**config.mk**
```make
export PLATFORM = sky130hd
export DESIGN_NAME = fifo_uart_tx
export DESIGN_NICKNAME = d
export VERILOG_FILES = /design/src/rtl/fifo_uart_tx.sv
export SDC_FILE = /design/constraint.sdc
export NUM_CORES = 1
export LEC_CHECK = 0
export ABC_AREA = 1
export CAP_MARGIN = 5
export CORE_MARGIN = 2
export CORE_UTILIZATION = 49
export CTS_BUF_LIST = sky130_fd_sc_hd__clkbuf_16
export DETAILED_ROUTE_END_ITERATION = 7
export PLACE_DENSITY = 0.75
export SLEW_MARGIN = 10
export SYNTH_ARGS = -nofsm -noshare
export SYNTH_HDL_FRONTEND = slang
export SYNTH_SLANG_ARGS = --single-unit
export TNS_END_PERCENT = 10
```
**constraint.sdc**
```tcl
create_clock -name clk -period 1.44 [get_ports clk]
set_clock_uncertainty 0.1 [all_clocks]
set_input_delay 0.288 -clock clk [delete_from_list [all_inputs] [get_ports clk]]
set_output_delay 0.288 -clock clk [all_outputs]
set_load 0.005 [all_outputs]
```
**src/rtl/fifo_uart_tx.sv**
```systemverilog
// 8N1 serial transmitter that drains a synchronous FIFO one byte per frame.
// All outputs are registered. Reset is synchronous and active-high.
module fifo_uart_tx #(
    parameter int unsigned CLKS_PER_BIT = 16,
    parameter int unsigned DATA_W       = 8
) (
    input  logic              clk,
    input  logic              reset,
    input  logic              enable,
    input  logic              fifo_empty,
    input  logic [DATA_W-1:0] fifo_data,
    output logic              fifo_rd_en,
    output logic              tx,
    output logic              busy,
    output logic              tx_done
);

    localparam int unsigned CntW = (CLKS_PER_BIT > 1) ? $clog2(CLKS_PER_BIT) : 1;
    localparam int unsigned IdxW = (DATA_W > 1) ? $clog2(DATA_W) : 1;
    localparam logic [CntW-1:0] CntLast = CntW'(CLKS_PER_BIT - 1);
    localparam logic [CntW-1:0] CntDone = CntW'(CLKS_PER_BIT - 2);
    localparam logic [IdxW-1:0] IdxLast = IdxW'(DATA_W - 1);

    typedef enum logic [2:0] {
        StIdle,
        StFetch,
        StLatch,
        StStart,
        StData,
        StStop
    } state_e;

    state_e            state_q, state_d;
    logic [CntW-1:0]   cnt_q, cnt_d;
    logic [IdxW-1:0]   idx_q, idx_d;
    logic [DATA_W-1:0] shift_q, shift_d;
    logic              tx_q, tx_d;
    logic              busy_q, busy_d;
    logic              rd_en_q, rd_en_d;
    logic              done_q, done_d;

    logic              fetch_ok;
    logic              bit_end;
    logic [DATA_W-1:0] shift_nxt;

    assign fetch_ok  = enable && !fifo_empty;
    assign bit_end   = (cnt_q == CntLast);
    assign shift_nxt = shift_q >> 1;

    always_comb begin
        state_d = state_q;
        cnt_d   = cnt_q;
        idx_d   = idx_q;
        shift_d = shift_q;
        tx_d    = tx_q;
        busy_d  = busy_q;
        rd_en_d = 1'b0;
        done_d  = 1'b0;

        unique case (state_q)
            StIdle: begin
                tx_d   = 1'b1;
                busy_d = 1'b0;
                if (fetch_ok) begin
                    state_d = StFetch;
                    rd_en_d = 1'b1;
                    busy_d  = 1'b1;
                end
            end
            StFetch: begin
                state_d = StLatch;
                busy_d  = 1'b1;
            end
            StLatch: begin
                shift_d = fifo_data;
                cnt_d   = '0;
                state_d = StStart;
                tx_d    = 1'b0;
            end
            StStart: begin
                if (bit_end) begin
                    cnt_d   = '0;
                    idx_d   = '0;
                    state_d = StData;
                    tx_d    = shift_q[0];
                end else begin
                    cnt_d = cnt_q + CntW'(1);
                end
            end
            StData: begin
                if (bit_end) begin
                    cnt_d   = '0;
                    shift_d = shift_nxt;
                    idx_d   = idx_q + IdxW'(1);
                    if (idx_q == IdxLast) begin
                        state_d = StStop;
                        tx_d    = 1'b1;
                    end else begin
                        tx_d = shift_nxt[0];
                    end
                end else begin
                    cnt_d = cnt_q + CntW'(1);
                end
            end
            StStop: begin
                // Registered pulse: raise it one edge early so it lands in the last stop cycle.
                if (cnt_q == CntDone) begin
                    done_d = 1'b1;
                end
                if (bit_end) begin
                    cnt_d = '0;
                    if (fetch_ok) begin
                        state_d = StFetch;
                        rd_en_d = 1'b1;
                    end else begin
                        state_d = StIdle;
                        busy_d  = 1'b0;
                    end
                end else begin
                    cnt_d = cnt_q + CntW'(1);
                end
            end
            default: begin
                state_d = StIdle;
                tx_d    = 1'b1;
                busy_d  = 1'b0;
            end
        endcase
    end

    always_ff @(posedge clk) begin
        if (reset) begin
            state_q <= StIdle;
            cnt_q   <= '0;
            idx_q   <= '0;
            shift_q <= '0;
            tx_q    <= 1'b1;
            busy_q  <= 1'b0;
            rd_en_q <= 1'b0;
            done_q  <= 1'b0;
        end else begin
            state_q <= state_d;
            cnt_q   <= cnt_d;
            idx_q   <= idx_d;
            shift_q <= shift_d;
            tx_q    <= tx_d;
            busy_q  <= busy_d;
            rd_en_q <= rd_en_d;
            done_q  <= done_d;
        end
    end

    assign fifo_rd_en = rd_en_q;
    assign tx         = tx_q;
    assign busy       = busy_q;
    assign tx_done    = done_q;

endmodule

```
==> metrics, run 1 <==
diode count 0; net total in the final layout 217; slowest cell on the critical path sky130_fd_sc_hd__dfxtp_2; clock tree from TritonCTS built; final period demand of the worst path 1410 ps; IR drop worst, VDD 1.22 mV; setup-violating endpoint count in the final report 0; number of nets with antenna violations after detailed routing 0; area enclosed by the die boundary 3000 µm²; synthesized area per cell 7.69 µm²; Core Area 2450 µm²; share of synthesized flip-flops with an asynchronous set or reset 0%; startpoint types register; number of buffers inserted by port buffering 15; count of routing violations after the opening detailed-route iteration 42; flip-flop and latch count after synthesis 22; chip height 54.7 µm; Boundary Pins 16; required time of the critical path 1490 ps; largest net degree at the start of global routing 15; count of maximum capacitance violations 0; kind of path behind the tightest hold check register to register; htree depth 1; final instance count without filler cells 230; half-perimeter wire length of the detailed placement result 2.01 mm; outcome finished clean; Overflow after GRT 0; endpoint kind of the worst setup timing path register; CTS Sinks 22; Post-Place Cells 220; maximum clock frequency 708 MHz; worst slack at placement -42.3 ps; fin crit share 98.1%; count of flip-flops with a built-in enable after synthesis 0; portion of the post-synthesis area used by sequential elements 34.9%; largest driver fanout on the critical path 7; number of global-route vias before repair 1071; clock root cell sky130_fd_sc_hd__clkbuf_16; TritonCTS Buffers 3; cell-by-cell trace of the critical path ha_4 -> nand3_4 -> nor2_8 -> nor2_4 -> buf_12 -> o21ai_2 -> a21oi_2; Placer Congestion 0.822; initial antenna violation count 0; arrival time at the worst endpoint 1460 ps; average wire length per cell after detail routing 12.7 µm; detailed-route via count 1214; number of iterations in the first detailed-routing pass 4; final hold violation count 0; Util after Layout 70.3%; clk_lat worst skew 260 ps; starting density of the core 51.4%; cell area after synthesis 1260 µm²; final routed wirelength across all metal layers 2.93 mm; top_reg_cell synth sky130_fd_sc_hd__dfxtp_1; slew margin rel. 80.1%; RSZ-0062 raised after global routing yes; synthesized netlist net count 180; std cell rows 18; maximum single-stage delay on the critical path 360 ps; post-detailed-route DRC marker count 0; clock-pin slew reported for the worst setup and hold paths after clock tree synthesis 60 ps; Max Slew Vio Count 0; Setup CP Type register to register; leakage power figure 0.763 nW; Die X-Extent 54.7 µm; Yosys Warn Count 0; Netlist cell types 31; transition time of the tightest slew-check pin 297 ps; final critical-path setup slack 27.8 ps; Bufs on Longest Clock Path 2; layout overhead on the synthesized area 36.9%; global-route wire length before repair 4.47 mm; number of standard cells after synthesis 164; Via density 5.28; Cell Pwr Density 1630 nW/µm²; aggregate global-route resource usage 21.1%; proportion of layout cells with a drive suffix above 1 31.0%
cell usage after synthesis, types with 2 or more instances:
library cell              count  area, µm²
sky130_fd_sc_hd__o21ai_2      4       35.0
sky130_fd_sc_hd__a21oi_1     14       70.1
sky130_fd_sc_hd__o21ai_0     12       60.1
sky130_fd_sc_hd__ha_1         4       50.1
sky130_fd_sc_hd__nor2_1      14       52.6
sky130_fd_sc_hd__nor3_1       3       15.0
sky130_fd_sc_hd__buf_8        2       30.0
sky130_fd_sc_hd__nand2_1     33        124
sky130_fd_sc_hd__nor2_4       3       33.8
sky130_fd_sc_hd__nand3_2      2       20.0
sky130_fd_sc_hd__inv_1       19       71.3
sky130_fd_sc_hd__nand3_1      9       45.0
sky130_fd_sc_hd__dfxtp_1     22        440
sky130_fd_sc_hd__a21oi_2      4       35.0
sky130_fd_sc_hd__o22ai_1      2       12.5
sky130_fd_sc_hd__buf_6        2       22.5
critical path: cells and delay by family (launching register included):
kind	cells	cell delay, ps
fa+ha+maj	1	150
flops	1	360
simple gates	3	400
buf+inv	1	130
compound gates	2	180
cell families after synthesis:
group                    synth area share, %
flip-flops                              34.9
AND/OR/NAND/NOR                         32.3
AO/OA/AOI/OAI                           18.4
buffers and inverters                   10.4
adder cells (fa/ha/maj)                 3.97
sequential cells by signal (all words and copies together) (netlist names):
name / count
shift_q: 8
cnt_q: 4
idx_q: 3
state_q: 3
busy: 1
fifo_rd_en: 1
tx: 1
tx_done: 1
per-layer routing:
| metal | up-vias | track usage (%) | share of wire (%) |
|---|---|---|---|
| met2 | 40 | 35.7 | 52 |
| met3 | 5 | 4.10 | 4.8 |
| met4 | 0 | 7.50 | 1.2 |
| li1 | 610 | - | - |
| met5 | - | 0 | 0 |
| met1 | 559 | 26.3 | 42 |
layout make-up:
class,instances,area [µm²]
clock buffer,3,75.1
clock inverter,1,3.75
fill,187,728
inverter,20,75.1
multi-input combinational,118,734
sequential,22,449
tap,30,37.5
timing repair buffer,36,352
cell usage in the layout, fill, tap and decap left out, types with 4 or more instances in the layout:
| master | instances |
|---|---|
| sky130_fd_sc_hd__o21ai_0 | 7 |
| sky130_fd_sc_hd__dfxtp_1 | 15 |
| sky130_fd_sc_hd__buf_4 | 16 |
| sky130_fd_sc_hd__a21oi_1 | 13 |
| sky130_fd_sc_hd__dfxtp_2 | 7 |
| sky130_fd_sc_hd__nand3_1 | 7 |
| sky130_fd_sc_hd__o21ai_2 | 4 |
| sky130_fd_sc_hd__inv_1 | 18 |
| sky130_fd_sc_hd__nor2_1 | 13 |
| sky130_fd_sc_hd__a21oi_2 | 5 |
| sky130_fd_sc_hd__nand2_1 | 33 |
| sky130_fd_sc_hd__nand3_2 | 4 |
| sky130_fd_sc_hd__clkdlybuf4s50_1 | 11 |
| sky130_fd_sc_hd__o21ai_1 | 6 |
through the flow:
| step | total power, mW | area, µm² | TNS [ps] | hold slack [ps] |
|---|---|---|---|---|
| finish | 2.81 | 1730 | 0 | 339 |
| global route | 3.00 | 1730 | -92.5 | 355 |
| global placement | 1.99 | 1540 | -19.2 | 334 |
| floorplan | 1.66 | 1260 | 0 | 324 |
| detailed placement | 2.03 | 1540 | -59.7 | 343 |
| CTS | 2.63 | 1620 | -20.5 | 353 |
worst paths after layout:
check	from	endpoint	slack (ps)	cells after the start
setup / recovery	cnt_q[1]	shift_q[5]	30	7
hold / removal	idx_q[0]	idx_q[0]	340	1
setup reg to reg	cnt_q[1]	shift_q[5]	30	7
hold reg to reg	idx_q[0]	idx_q[0]	340	1
what timing repair did:
| action | CTS | global route |
|---|---|---|
| setup endpoints to repair | 4 | 14 |
| pin swaps | 0 | 6 |
| gates cloned | 0 | 1 |
| resized for setup | 3 | 24 |
| hold buffers | 0 | 0 |
| buffers inserted | 0 | 5 |
report_power, final:
part	switching, mW	internal [mW]	leakage [nW]
Combinational	0.747	0.619	0.542
Clock	0.220	0.371	0.0385
Sequential	0.0971	0.759	0.182
Total	1.06	1.75	0.763
Note: power is estimated with default switching activity, not from simulation.
==> inputs of run 2 (changes only) <==
ABC_AREA = 0   (was 1)
CORE_UTILIZATION = 48   (was 49)
PLACE_DENSITY = 0.74   (was 0.75)
REMOVE_ABC_BUFFERS = 1   (was unset)
SLEW_MARGIN = unset   (was 10)
==> run 2 against run 1 <==
Final area fell by 4.3%. Global-route usage rose by 2.5 points. Hold slack improved by 28 ps. Sequential power fell by 21%. Die area fell by 2.2%. Combinational power fell by 83%. Critical path depth fell by 2. Wire length rose by 6.1%. Via count rose by 0.25%. Sequential share of layout area rose by 1.1 points. Critical path type unchanged.
==> metrics, run 2 <==
initial antenna violation count 0 (unchanged); global-route wire length before repair 5.00 mm (+12%); final routed wirelength across all metal layers 3.11 mm (+6.1%); synthesized area per cell 8.68 µm² (+13%); final critical-path setup slack 7.44 ps (-20.3 ps); final period demand of the worst path 1430 ps (+20.3 ps); RSZ-0062 raised after global routing yes; proportion of layout cells with a drive suffix above 1 28.8% (-2.2 points); biggest area contributors in the synthesized netlist sky130_fd_sc_hd__dfxtp_1, sky130_fd_sc_hd__o221ai_1, sky130_fd_sc_hd__a21oi_1, sky130_fd_sc_hd__ha_1, sky130_fd_sc_hd__nor3_1; worst reg2reg path startpoint cnt_q[0]; count of maximum capacitance violations 0 (unchanged); top_reg_cell synth sky130_fd_sc_hd__dfxtp_1; aggregate global-route resource usage 23.6% (+2.5 points); area share of the leading cell type in the synthesized netlist 36.5% (+1.6 points); final hold violation count 0 (unchanged); diode count 0 (unchanged); largest driver fanout on the critical path 10 (+3); endpoint kind of the worst setup timing path register; Via density 6.09 (+15%); Die X-Extent 54.1 µm (-1.1%); average wire length per cell after detail routing 15.6 µm (+22%); net total in the final layout 188 (-13%); leakage power figure 0.651 nW (-15%); kind of path behind the tightest hold check register to register; Setup CP Type register to register; Bufs on Longest Clock Path 2 (unchanged); Overflow after GRT 0 (unchanged); half-perimeter wire length of the detailed placement result 2.15 mm (+7.0%); area enclosed by the die boundary 2930 µm² (-2.2%); transition time of the tightest slew-check pin 244 ps (-53.5 ps); maximum clock frequency 698 MHz (-1.4%); FF-to-FF path depth 5 (-2); number of iterations in the first detailed-routing pass 4 (unchanged); clock tree from TritonCTS built; cell-by-cell trace of the critical path ha_4 -> and3_4 -> nand3_4 -> o221ai_1 -> nor2_1; clk_lat worst skew 260 ps (about the same); Post-Route Setup TNS 0 ps (unchanged); std cell rows 18 (unchanged); final instance count without filler cells 200 (-13%); setup-violating endpoint count in the final report 0 (unchanged); TritonCTS Buffers 3 (unchanged); Cell Pwr Density 899 nW/µm² (-45%); required time of the critical path 1480 ps (about the same); Post-Place Cells 195 (-11%); Netlist cell types 43 (+39%); slowest cell on the critical path sky130_fd_sc_hd__dfxtp_2; Worst Hold Slack 367 ps (+28.2 ps); clock root cell sky130_fd_sc_hd__clkbuf_16; count of routing violations after the opening detailed-route iteration 33 (-21%); layout overhead on the synthesized area 36.9% (about the same); worst hold path stage count 2 (+1); commonest cells after routing, fill and taps aside sky130_fd_sc_hd__buf_4, sky130_fd_sc_hd__dfxtp_1, sky130_fd_sc_hd__nor2_1; Boundary Pins 16 (unchanged); Worst Min Path Start busy; IR drop worst, VDD 0.758 mV (-38%); chip height 54.1 µm (-1.1%); maximum single-stage delay on the critical path 350 ps (about the same); CTS Sinks 22 (unchanged); largest net degree at the start of global routing 14 (-1); portion of the post-synthesis area used by sequential elements 36.5% (+1.6 points); number of global-route vias before repair 1193 (+11%); Reg with most FFs shift_q; share of synthesized flip-flops with an asynchronous set or reset 0% (unchanged); largest area contributor in the synthesized netlist sky130_fd_sc_hd__dfxtp_1; clock-pin slew reported for the worst setup and hold paths after clock tree synthesis 60 ps (about the same); Placer Congestion 0.851 (+3.5%); starting density of the core 49.6% (-1.8 points); leading registers by flop count shift_q (8), cnt_q (4); most frequent cells after synthesis sky130_fd_sc_hd__dfxtp_1, sky130_fd_sc_hd__nor2_1, sky130_fd_sc_hd__a21oi_1, sky130_fd_sc_hd__nand2_1, sky130_fd_sc_hd__nor3_1; Max Slew Vio Count 0 (unchanged); Core Area 2430 µm² (-0.92%); post-detailed-route DRC marker count 0 (unchanged); startpoint of the most critical setup path cnt_q[0]; detailed-route via count 1217 (+0.25%); outcome finished clean; number of nets with antenna violations after detailed routing 0 (unchanged); power consumption 1.48 mW (-47%); arrival time at the worst endpoint 1470 ps (about the same); most frequent standard cell in the layout excluding fill and tap cells sky130_fd_sc_hd__buf_4; most frequently used cell type in the post-synthesis netlist sky130_fd_sc_hd__dfxtp_1; fin crit share 99.5% (+1.4 points); Yosys Warn Count 0 (unchanged); flip-flop count of the largest register, all copies and words added 8 (unchanged); number of standard cells after synthesis 139 (-15%); slew margin rel. 83.5% (+3.3 points); count of flip-flops with a built-in enable after synthesis 0 (unchanged); startpoint types register; worst slack at placement -93.7 ps (-51.4 ps); htree depth 1 (unchanged); number of buffers inserted by port buffering 15 (unchanged); flip-flop and latch count after synthesis 22 (unchanged); cell area after synthesis 1210 µm² (-4.4%)
==> run 2: routing by layer <==
| layer | track usage, % | wire length (µm) | vias up |
|---|---|---|---|
| li1 | - | - | 581 |
| met1 | 28.6 | 1290 | 576 |
| met2 | 38.4 | 1560 | 46 |
| met3 | 5.83 | 165 | 14 |
| met4 | 11.7 | 98 | 0 |
| met5 | 0 | 0 | - |
==> run 2: worst paths after layout <==
check / slack [ps] / to
min: 370 / busy
max reg2reg: 7 / shift_q[2]
min reg2reg: 370 / busy
max: 7 / shift_q[2]
==> run 2: final cells by class <==
class / instances / area [µm²]
Clock buffer: 3 / 75.1
Fill cell: 197 / 781
Inverter: 3 / 11.3
Multi-Input combinational cell: 104 / 734
Sequential cell: 22 / 448
Tap cell: 30 / 37.5
Timing Repair Buffer: 38 / 345
==> run 2: worst max-delay path: cells and delay by family (launching register included) <==
family                   cells  cell delay [ps]
AND/OR/NAND/NOR              3              440
AO/OA/AOI/OAI                1              240
adder cells (fa/ha/maj)      1              170
flip-flops                   1              350
==> run 2: report_power, final <==
| group | internal (mW) | total (mW) | switching (mW) |
|---|---|---|---|
| logic | 0.122 | 0.228 | 0.107 |
| registers | 0.642 | 0.674 | 0.0317 |
| clock network | 0.367 | 0.582 | 0.216 |
==> run 2: cells by family after synthesis <==
kind of cell | count (synthesis) | share of synthesized area [%]
and+or+nand+nor | 59 | 29.0
AOI/OAI and AO/OA | 41 | 23.7
DFF | 22 | 36.5
buffers and inverters | 13 | 6.64
adders and majority gates | 4 | 4.15
==> run 2: timing repair <==
item,4_1_cts,5_1_grt
hold buffers,0,0
setup endpoints to repair,17,15
setup buffers,1,1
gates cloned,0,0
pin swaps,2,8
hold endpoints to repair,0,0
gates resized for setup,13,10
==> run 2: metrics by stage <==
| step | util, % | instance area, µm² |
|---|---|---|
| finish | 67.9 | 1650 |
| CTS | 66.0 | 1610 |
| floorplan | - | 1140 |
| global placement | 61.5 | 1500 |
| detailed placement | 61.5 | 1500 |
| global route | 67.9 | 1650 |
